<file path="src/rtl/systolic_feeder_pkg.sv">
// Shared definitions for the systolic array feeder: FSM states, step count,
// counter width and the address width helper.
package systolic_pkg;

   typedef enum logic [1:0] {
      IDLE   = 2'd0,
      CLEAR  = 2'd1,
      STREAM = 2'd2,
      DONE   = 2'd3
   } state_e;

   // Address bits needed to reach every element of an n x n matrix.
   function automatic int addr_width(input int n);
      return (n * n > 1) ? $clog2(n * n) : 1;
   endfunction

   // Number of STREAM steps: feed (2n-1 skewed steps) plus drain (n-1 steps).
   function automatic int step_count(input int n);
      return 3 * n - 2;
   endfunction

   // Width of the step counter t, which runs 0 .. 3n-3.
   function automatic int cnt_width(input int n);
      return $clog2(3 * n - 2);
   endfunction

   localparam int DEF_N          = 4;
   localparam int DEF_DATA_WIDTH = 32;
   localparam int DEF_STEPS      = step_count(DEF_N);
   localparam int DEF_CNT_WIDTH  = cnt_width(DEF_N);

endpackage

</file>
<file path="src/rtl/systolic_feeder_if.sv">
// Matrix-load / start / edge-operand bundle between the controller and the
// systolic feeder. The feeder sits on the slave side.
interface systolic_feeder_if #(
   parameter int DATA_WIDTH = 32,
   parameter int N          = 4
);
   import systolic_pkg::*;

   localparam int AW = addr_width(N);

   logic                    wr_en_i;
   logic                    wr_sel_i;
   logic [AW-1:0]           wr_addr_i;
   logic [DATA_WIDTH-1:0]   wr_data_i;
   logic                    start_i;
   logic                    busy_o;
   logic                    done_o;
   logic                    arr_rst_no;
   logic [N*DATA_WIDTH-1:0] left_o;
   logic [N*DATA_WIDTH-1:0] up_o;

   modport slave (
      input  wr_en_i, wr_sel_i, wr_addr_i, wr_data_i, start_i,
      output busy_o, done_o, arr_rst_no, left_o, up_o
   );

   modport master (
      output wr_en_i, wr_sel_i, wr_addr_i, wr_data_i, start_i,
      input  busy_o, done_o, arr_rst_no, left_o, up_o
   );

endinterface

</file>
<file path="src/rtl/systolic_feeder_skew_lane.sv">
// One edge lane of the feeder: presents element (t - offset) of its stored
// vector while that slot lies inside the vector, and zero otherwise.
module skew_lane
   import systolic_pkg::*;
#(
   parameter int DATA_WIDTH = 32,
   parameter int N          = 4,
   parameter int CW         = cnt_width(N)
) (
   input  logic                         clk_i,
   input  logic                         rst_ni,
   input  logic                         en_i,
   input  logic [N-1:0][DATA_WIDTH-1:0] vec_i,
   input  logic [CW-1:0]                off_i,
   input  logic [CW-1:0]                t_i,
   output logic [DATA_WIDTH-1:0]        data_o
);

   logic [DATA_WIDTH-1:0] data_d;
   logic [DATA_WIDTH-1:0] data_q;

   // Select the element whose slot equals t - offset; at most one slot matches.
   always_comb begin
      data_d = '0;
      for (int k = 0; k < N; k++) begin
         data_d = data_d | ({DATA_WIDTH{en_i &&
                   ({1'b0, t_i} == ({1'b0, off_i} + (CW+1)'(k)))}} & vec_i[k]);
      end
   end

   // Register the lane operand so the edge of the array sees a clean flop.
   always_ff @(posedge clk_i or negedge rst_ni) begin
      if (!rst_ni) begin
         data_q <= '0;
      end else begin
         data_q <= data_d;
      end
   end

   assign data_o = data_q;

endmodule

</file>
<file path="src/rtl/systolic_feeder.sv">
// Feeder for an N x N systolic multiply array: stores A and B, clears the
// accumulators, then streams row i of A / column j of B with an i (resp. j)
// cycle skew, followed by drain steps, and pulses done when C is final.
module systolic_feeder
   import systolic_pkg::*;
#(
   parameter int DATA_WIDTH = 32,
   parameter int N          = 4
) (
   input  logic              clk_i,
   input  logic              rst_ni,
   systolic_feeder_if.slave  bus
);

   localparam int CW     = cnt_width(N);
   localparam int LAST_T = step_count(N) - 1;

   logic [DATA_WIDTH-1:0] a_q [N*N];
   logic [DATA_WIDTH-1:0] b_q [N*N];

   state_e        state_q;
   logic [CW-1:0] t_q;
   logic          busy_q;
   logic          done_q;
   logic          arr_rst_n_q;

   logic          lane_en_s;
   logic [CW-1:0] lane_t_s;

   logic [N*DATA_WIDTH-1:0] left_s;
   logic [N*DATA_WIDTH-1:0] up_s;

   // Matrix storage: writes land only while idle so a run sees stable operands.
   always_ff @(posedge clk_i or negedge rst_ni) begin
      if (!rst_ni) begin
         for (int e = 0; e < N*N; e++) begin
            a_q[e] <= '0;
            b_q[e] <= '0;
         end
      end else if (bus.wr_en_i && (state_q == IDLE) && (int'(bus.wr_addr_i) < N*N)) begin
         if (bus.wr_sel_i) begin
            b_q[bus.wr_addr_i] <= bus.wr_data_i;
         end else begin
            a_q[bus.wr_addr_i] <= bus.wr_data_i;
         end
      end
   end

   // Run sequencer: IDLE -> CLEAR -> STREAM(t = 0..3N-3) -> DONE, with the
   // status outputs registered from the state being entered.
   always_ff @(posedge clk_i or negedge rst_ni) begin
      if (!rst_ni) begin
         state_q     <= IDLE;
         t_q         <= '0;
         busy_q      <= 1'b0;
         done_q      <= 1'b0;
         arr_rst_n_q <= 1'b1;
      end else begin
         case (state_q)
            IDLE: begin
               if (bus.start_i) begin
                  state_q     <= CLEAR;
                  busy_q      <= 1'b1;
                  arr_rst_n_q <= 1'b0;
               end else begin
                  state_q     <= IDLE;
               end
            end
            CLEAR: begin
               state_q     <= STREAM;
               t_q         <= '0;
               arr_rst_n_q <= 1'b1;
            end
            STREAM: begin
               if (t_q == CW'(LAST_T)) begin
                  state_q <= DONE;
                  busy_q  <= 1'b0;
                  done_q  <= 1'b1;
               end else begin
                  t_q     <= t_q + CW'(1);
               end
            end
            DONE: begin
               state_q <= IDLE;
               done_q  <= 1'b0;
            end
            default: begin
               state_q     <= IDLE;
               t_q         <= '0;
               busy_q      <= 1'b0;
               done_q      <= 1'b0;
               arr_rst_n_q <= 1'b1;
            end
         endcase
      end
   end

   // Lanes register their operand one cycle ahead, so they look at the step
   // the sequencer is about to be in rather than the current one.
   assign lane_en_s = (state_q == CLEAR) ||
                      ((state_q == STREAM) && (t_q != CW'(LAST_T)));
   assign lane_t_s  = (state_q == STREAM) ? (t_q + CW'(1)) : '0;

   for (genvar g = 0; g < N; g++) begin : g_lane
      logic [N-1:0][DATA_WIDTH-1:0] a_row_s;
      logic [N-1:0][DATA_WIDTH-1:0] b_col_s;

      for (genvar k = 0; k < N; k++) begin : g_elem
         assign a_row_s[k] = a_q[g*N + k];
         assign b_col_s[k] = b_q[k*N + g];
      end

      skew_lane #(.DATA_WIDTH(DATA_WIDTH), .N(N), .CW(CW)) u_row (
         .clk_i  (clk_i),
         .rst_ni (rst_ni),
         .en_i   (lane_en_s),
         .vec_i  (a_row_s),
         .off_i  (CW'(g)),
         .t_i    (lane_t_s),
         .data_o (left_s[g*DATA_WIDTH +: DATA_WIDTH])
      );

      skew_lane #(.DATA_WIDTH(DATA_WIDTH), .N(N), .CW(CW)) u_col (
         .clk_i  (clk_i),
         .rst_ni (rst_ni),
         .en_i   (lane_en_s),
         .vec_i  (b_col_s),
         .off_i  (CW'(g)),
         .t_i    (lane_t_s),
         .data_o (up_s[g*DATA_WIDTH +: DATA_WIDTH])
      );
   end

   assign bus.busy_o     = busy_q;
   assign bus.done_o     = done_q;
   assign bus.arr_rst_no = arr_rst_n_q;
   assign bus.left_o     = left_s;
   assign bus.up_o       = up_s;

endmodule

</file>
<file path="src/flat_wrapper.sv">
// flat-port wrapper written by rule: the top's interface ports become plain ports
module systolic_feeder_flat import systolic_pkg::*;
#(
   parameter int DATA_WIDTH = 32,
   parameter int N          = 4
)
  (clk_i, rst_ni, bus_wr_en_i, bus_wr_sel_i, bus_wr_addr_i, bus_wr_data_i, bus_start_i, bus_busy_o, bus_done_o, bus_arr_rst_no, bus_left_o, bus_up_o);
  systolic_feeder_if #(.DATA_WIDTH(DATA_WIDTH), .N(N)) bus_i ();
  input  logic clk_i;
  input  logic rst_ni;
  input wire logic [$bits(bus_i.wr_en_i)-1:0] bus_wr_en_i;
  input wire logic [$bits(bus_i.wr_sel_i)-1:0] bus_wr_sel_i;
  input wire logic [$bits(bus_i.wr_addr_i)-1:0] bus_wr_addr_i;
  input wire logic [$bits(bus_i.wr_data_i)-1:0] bus_wr_data_i;
  input wire logic [$bits(bus_i.start_i)-1:0] bus_start_i;
  output wire logic [$bits(bus_i.busy_o)-1:0] bus_busy_o;
  output wire logic [$bits(bus_i.done_o)-1:0] bus_done_o;
  output wire logic [$bits(bus_i.arr_rst_no)-1:0] bus_arr_rst_no;
  output wire logic [$bits(bus_i.left_o)-1:0] bus_left_o;
  output wire logic [$bits(bus_i.up_o)-1:0] bus_up_o;
  assign bus_i.wr_en_i = bus_wr_en_i;
  assign bus_i.wr_sel_i = bus_wr_sel_i;
  assign bus_i.wr_addr_i = bus_wr_addr_i;
  assign bus_i.wr_data_i = bus_wr_data_i;
  assign bus_i.start_i = bus_start_i;
  assign bus_busy_o = bus_i.busy_o;
  assign bus_done_o = bus_i.done_o;
  assign bus_arr_rst_no = bus_i.arr_rst_no;
  assign bus_left_o = bus_i.left_o;
  assign bus_up_o = bus_i.up_o;
  systolic_feeder #(.DATA_WIDTH(DATA_WIDTH), .N(N)) u_core (.clk_i(clk_i), .rst_ni(rst_ni), .bus(bus_i));
endmodule
</file>
<file path="config.mk">
export PLATFORM = sky130hd
export DESIGN_NAME = systolic_feeder_flat
export DESIGN_NICKNAME = d
export VERILOG_FILES = /design/src/rtl/systolic_feeder_pkg.sv /design/src/rtl/systolic_feeder_if.sv /design/src/rtl/systolic_feeder_skew_lane.sv /design/src/rtl/systolic_feeder.sv /design/src/flat_wrapper.sv
export SDC_FILE = /design/constraint.sdc
export NUM_CORES = 2
export LEC_CHECK = 0
export ABC_AREA = 0
export CELL_PAD_IN_SITES_DETAIL_PLACEMENT = 0
export CELL_PAD_IN_SITES_GLOBAL_PLACEMENT = 1
export CORE_MARGIN = 8
export CORE_UTILIZATION = 48
export DETAILED_ROUTE_END_ITERATION = 16
export DONT_BUFFER_PORTS = 1
export GPL_TIMING_DRIVEN = 0
export MAX_ROUTING_LAYER = met4
export PLACE_DENSITY = 0.85
export SLEW_MARGIN = 20
export SYNTH_ARGS = -nofsm -noshare
export SYNTH_HDL_FRONTEND = slang
export SYNTH_SLANG_ARGS = --single-unit
</file>
<file path="constraint.sdc">
create_clock -name clk_i -period 2 [get_ports clk_i]
set_input_delay 0.4 -clock clk_i [delete_from_list [all_inputs] [get_ports clk_i]]
set_output_delay 0.4 -clock clk_i [all_outputs]
set_load 0.01 [all_outputs]
</file>
==> impl_metrics.env <==
export IMPL_grt_total_usage_pct=27.0
export IMPL_skew_ps=24.1
export IMPL_rrSetupSlack_ps=-270
export IMPL_final_util_pct=59.4
export IMPL_power_frac_clock_pct=29.9
export IMPL_worst_pin_slew_ps=1090
export IMPL_grt_pass1_wl_um=236000
export IMPL_syn_area_per_cell_um2=14.2
export IMPL_io_buffers=0
export IMPL_ys_ff_latch=1289
export IMPL_vdd_drop_max_mv=0.976
export IMPL_ys_top_cells_by_area="dfrtp_1, mux2_2, mux2i_1, a22o_1, buf_2"
export IMPL_max_stage_delay_ps=370
export IMPL_seq_area_um2=32300
export IMPL_core_area_um2=110000
export IMPL_cts_hold_buf=33
export IMPL_yosys_top_cells_count="dfrtp_1, mux2_2, mux2i_1"
export IMPL_yosysMostFrequentCell="dfrtp_1"
export IMPL_crit_path_top_delay_cell="dfrtp_1"
export IMPL_p_seq_share_pct=42.1
export IMPL_syn_nets=3771
export IMPL_synthArstFlopShare_pct=100
export IMPL_cp_data_required_time_ps=2640
export IMPL_wl_per_cell_um=29.5
export IMPL_ys_flop_type="dfrtp_1"
export IMPL_worstReg2RegEnd="u_core.g_lane[0].u_row.data_o[27]"
export IMPL_antenna_left=0
export IMPL_switchingPower_uw=28200
export IMPL_grt_overflow=0
export IMPL_hold_path_class="primary input to async pin"
export IMPL_status="finished, violations left"
export IMPL_critPathBufInv=2
export IMPL_worstPathArrival_ps=2910
export IMPL_pwr_share_comb_pct=28.0
export IMPL_cp_endpoint="u_core.g_lane[0].u_row.data_o[27]"
export IMPL_p_int_uw=59800
export IMPL_syn_inst=3724
export IMPL_htree_levels=4
export IMPL_die_w_um=348
export IMPL_power_density_nw_per_um2=1350
export IMPL_crit_path_start="u_core.state_q[1]"
export IMPL_drt_total_wl_um=165000
export IMPL_startpoint_type="register"
export IMPL_power_uw=87900
export IMPL_post_dp_hpwl_um=102000
export IMPL_ys_warnings_count=0
export IMPL_dr_first_iter_drc_count=3124
export IMPL_layout_drive_gt1_share_pct=42.5
export IMPL_fin_ws_ps=-270
export IMPL_power_leakage_uw=0.0308
export IMPL_drc_errors=0
export IMPL_tritoncts="built"
export IMPL_hold_viol_final=351
export IMPL_pre_cts_ws_ps=-1750
export IMPL_first_global_vias=34500
export IMPL_synth_area_um2=53000
export IMPL_num_vias=33200
export IMPL_switching_share_pct=32.1
export IMPL_clockRootBuffer="clkbuf_16"
export IMPL_rsz0062_at_grt="yes"
export IMPL_die_area_um2=121000
export IMPL_placementRows=122
export IMPL_report_final_slew_viol_count=0
export IMPL_clk_latency_ps=760
export IMPL_grt_max_degree=210
export IMPL_setup_violations=1083
export IMPL_fmax_ghz=0.441
export IMPL_max_slew_margin_pct=27.3
export IMPL_synth_edf_count=0
export IMPL_die_h_um=348
export IMPL_initial_core_util_pct=48.2
export IMPL_cp_top_family="compound AO/OA/AOI/OAI gates"
export IMPL_grt_antenna_before_repair=10
export IMPL_vias_per_cell=5.94
export IMPL_cts_buffer_depth=3
export IMPL_yosysTopAreaCell="dfrtp_1"
export IMPL_cts_reportedPaths_clkPinSlew_ps=60
export IMPL_yosysTopAreaCellShare_pct=60.8
export IMPL_place_congestion=0.881
export IMPL_drv_cap=0
export IMPL_r2r_cells=7
export IMPL_crit_type="register to register"
export IMPL_cts_buffers=134
export IMPL_fill_cells=8190
export IMPL_hold_worst_slack_ps=-646
export IMPL_crit_cells=7
export IMPL_io_pins=300
export IMPL_seq_area_frac_synth_pct=60.8
export IMPL_setup_tns_ps=-130730
export IMPL_multi_input_area_um2=21100
export IMPL_violations="hold timing, setup timing"
export IMPL_yosys_cell_types_count=40
export IMPL_dr_pass1_iters=5
export IMPL_reg2reg_from="u_core.state_q[1]"
export IMPL_final_nets=4045
export IMPL_clock_sinks=1289
export IMPL_path_max_fanout=10
export IMPL_fin_crit_ps=2270
export IMPL_worst_setup_path_end_kind="register"
export IMPL_areaGrowthSynthToFinish_pct=23.2
export IMPL_timing_final_crit_share_pct=113
export IMPL_cp_cell_sequence="buf_4 -> ha_2 -> and3_1 -> o21ai_4 -> a21oi_4 -> buf_2 -> a22o_1"
[what timing repair did]
item / in CTS / in global routing
buffers inserted: 65 / 7
endpoints found under the setup margin: 1276 / 1407
gates cloned: 15 / 14
resized for setup: 646 / 237
hold endpoints to repair: 528 / 351
pin swaps: 41 / 14
[kinds of logic after synthesis]
kind of cell | count (synthesis) | share of synthesized area (%)
AOI/OAI and AO/OA | 404 | 5.40
adders and majority gates | 6 | 0.142
DFF | 1289 | 60.8
and+or+nand+nor | 281 | 2.36
xor gates and xnor gates | 4 | 0.0661
buffers and inverters | 396 | 3.42
muxes | 1344 | 27.8
[flip-flops by register name, summed over array words and instances, names as in the netlist]
name and cells:
u_core.bus.done_o 1, u_core.state_q 2, u_core.a_q 512, u_core.bus.arr_rst_no 1, u_core.b_q 512, u_core.g_lane.u_col.data_o 128
u_core.bus.busy_o 1, u_core.g_lane.u_row.data_o 128, u_core.t_q 4
[cell type report]
type / count / share of cell area [%]
sequential: 1289 / 49.4
multi-input combinational: 2040 / 32.4
clock buffer: 187 / 5.95
buffer: 322 / 4.57
timing repair buffer: 142 / 3.31
tap: 1488 / 2.85
clock inverter: 50 / 1.19
inverter: 69 / 0.400
antenna: 4 / 0.0153
[worst reg2reg max path, stage by stage, from the launching register on]
cell     delay, ps
dfrtp_1        370
buf_4          130
ha_2           370
and3_1         270
o21ai_4        100
a21oi_4        290
buf_2          310
a22o_1         320
[through the flow]
stage	instance area (µm²)	instances
2_1_floorplan	53100	3724
3_3_place_gp	54900	5212
3_5_place_dp	55100	5221
4_1_cts	64000	5568
5_1_grt	65300	5589
6_report	65300	5591
[power groups by stage]
stage / registers [µW] / clock network [µW] / logic, µW
final: 37000 / 26300 / 24600
after CTS: 36800 / 26600 / 23500
after global placement: 36800 / 0 / 18300
after detailed placement: 37100 / 0 / 19200
after floorplan: 35900 / 0 / 13300
after global routing: 37700 / 27700 / 25800
[cells in the final DEF, fill, tap and decap left out, types with 18 or more instances in the layout]
cell           instances
buf_2                 20
mux2_2               818
a22o_4                30
buf_4                123
clkbuf_8              31
o22ai_1               20
nor2_4                19
buf_12                80
nand2_1              192
o221ai_2              31
buf_16                18
inv_1                 66
dlygate4sd3_1         33
a22o_1                92
o22ai_2               29
dfrtp_1             1288
o221ai_1              21
clkbuf_16            158
buf_6                 42
clkbuf_1             123
mux2_1                35
mux2i_1              313
o21ai_0              134
mux2_4               171
[metal layers]
layer	GRT usage [%]	routed length (µm)
met3	6.21	12400
met2	40.8	76500
met5	-	0
met1	34.6	67400
met4	12.6	8590
[worst min path at each step]
stage	slack (ps)	start	endpoint
2_1_floorplan	100	rst_ni	u_core.a_q[0]
3_3_place_gp	240	rst_ni	u_core.g_lane[3].u_col.data_o[6]
3_5_place_dp	110	rst_ni	u_core.g_lane[3].u_col.data_o[6]
4_1_cts	-700	rst_ni	u_core.a_q[105]
5_1_grt	-670	rst_ni	u_core.g_lane[3].u_row.data_o[2]
6_report	-650	rst_ni	u_core.g_lane[3].u_row.data_o[2]
No activity file was read; power rests on OpenSTA's default activity.
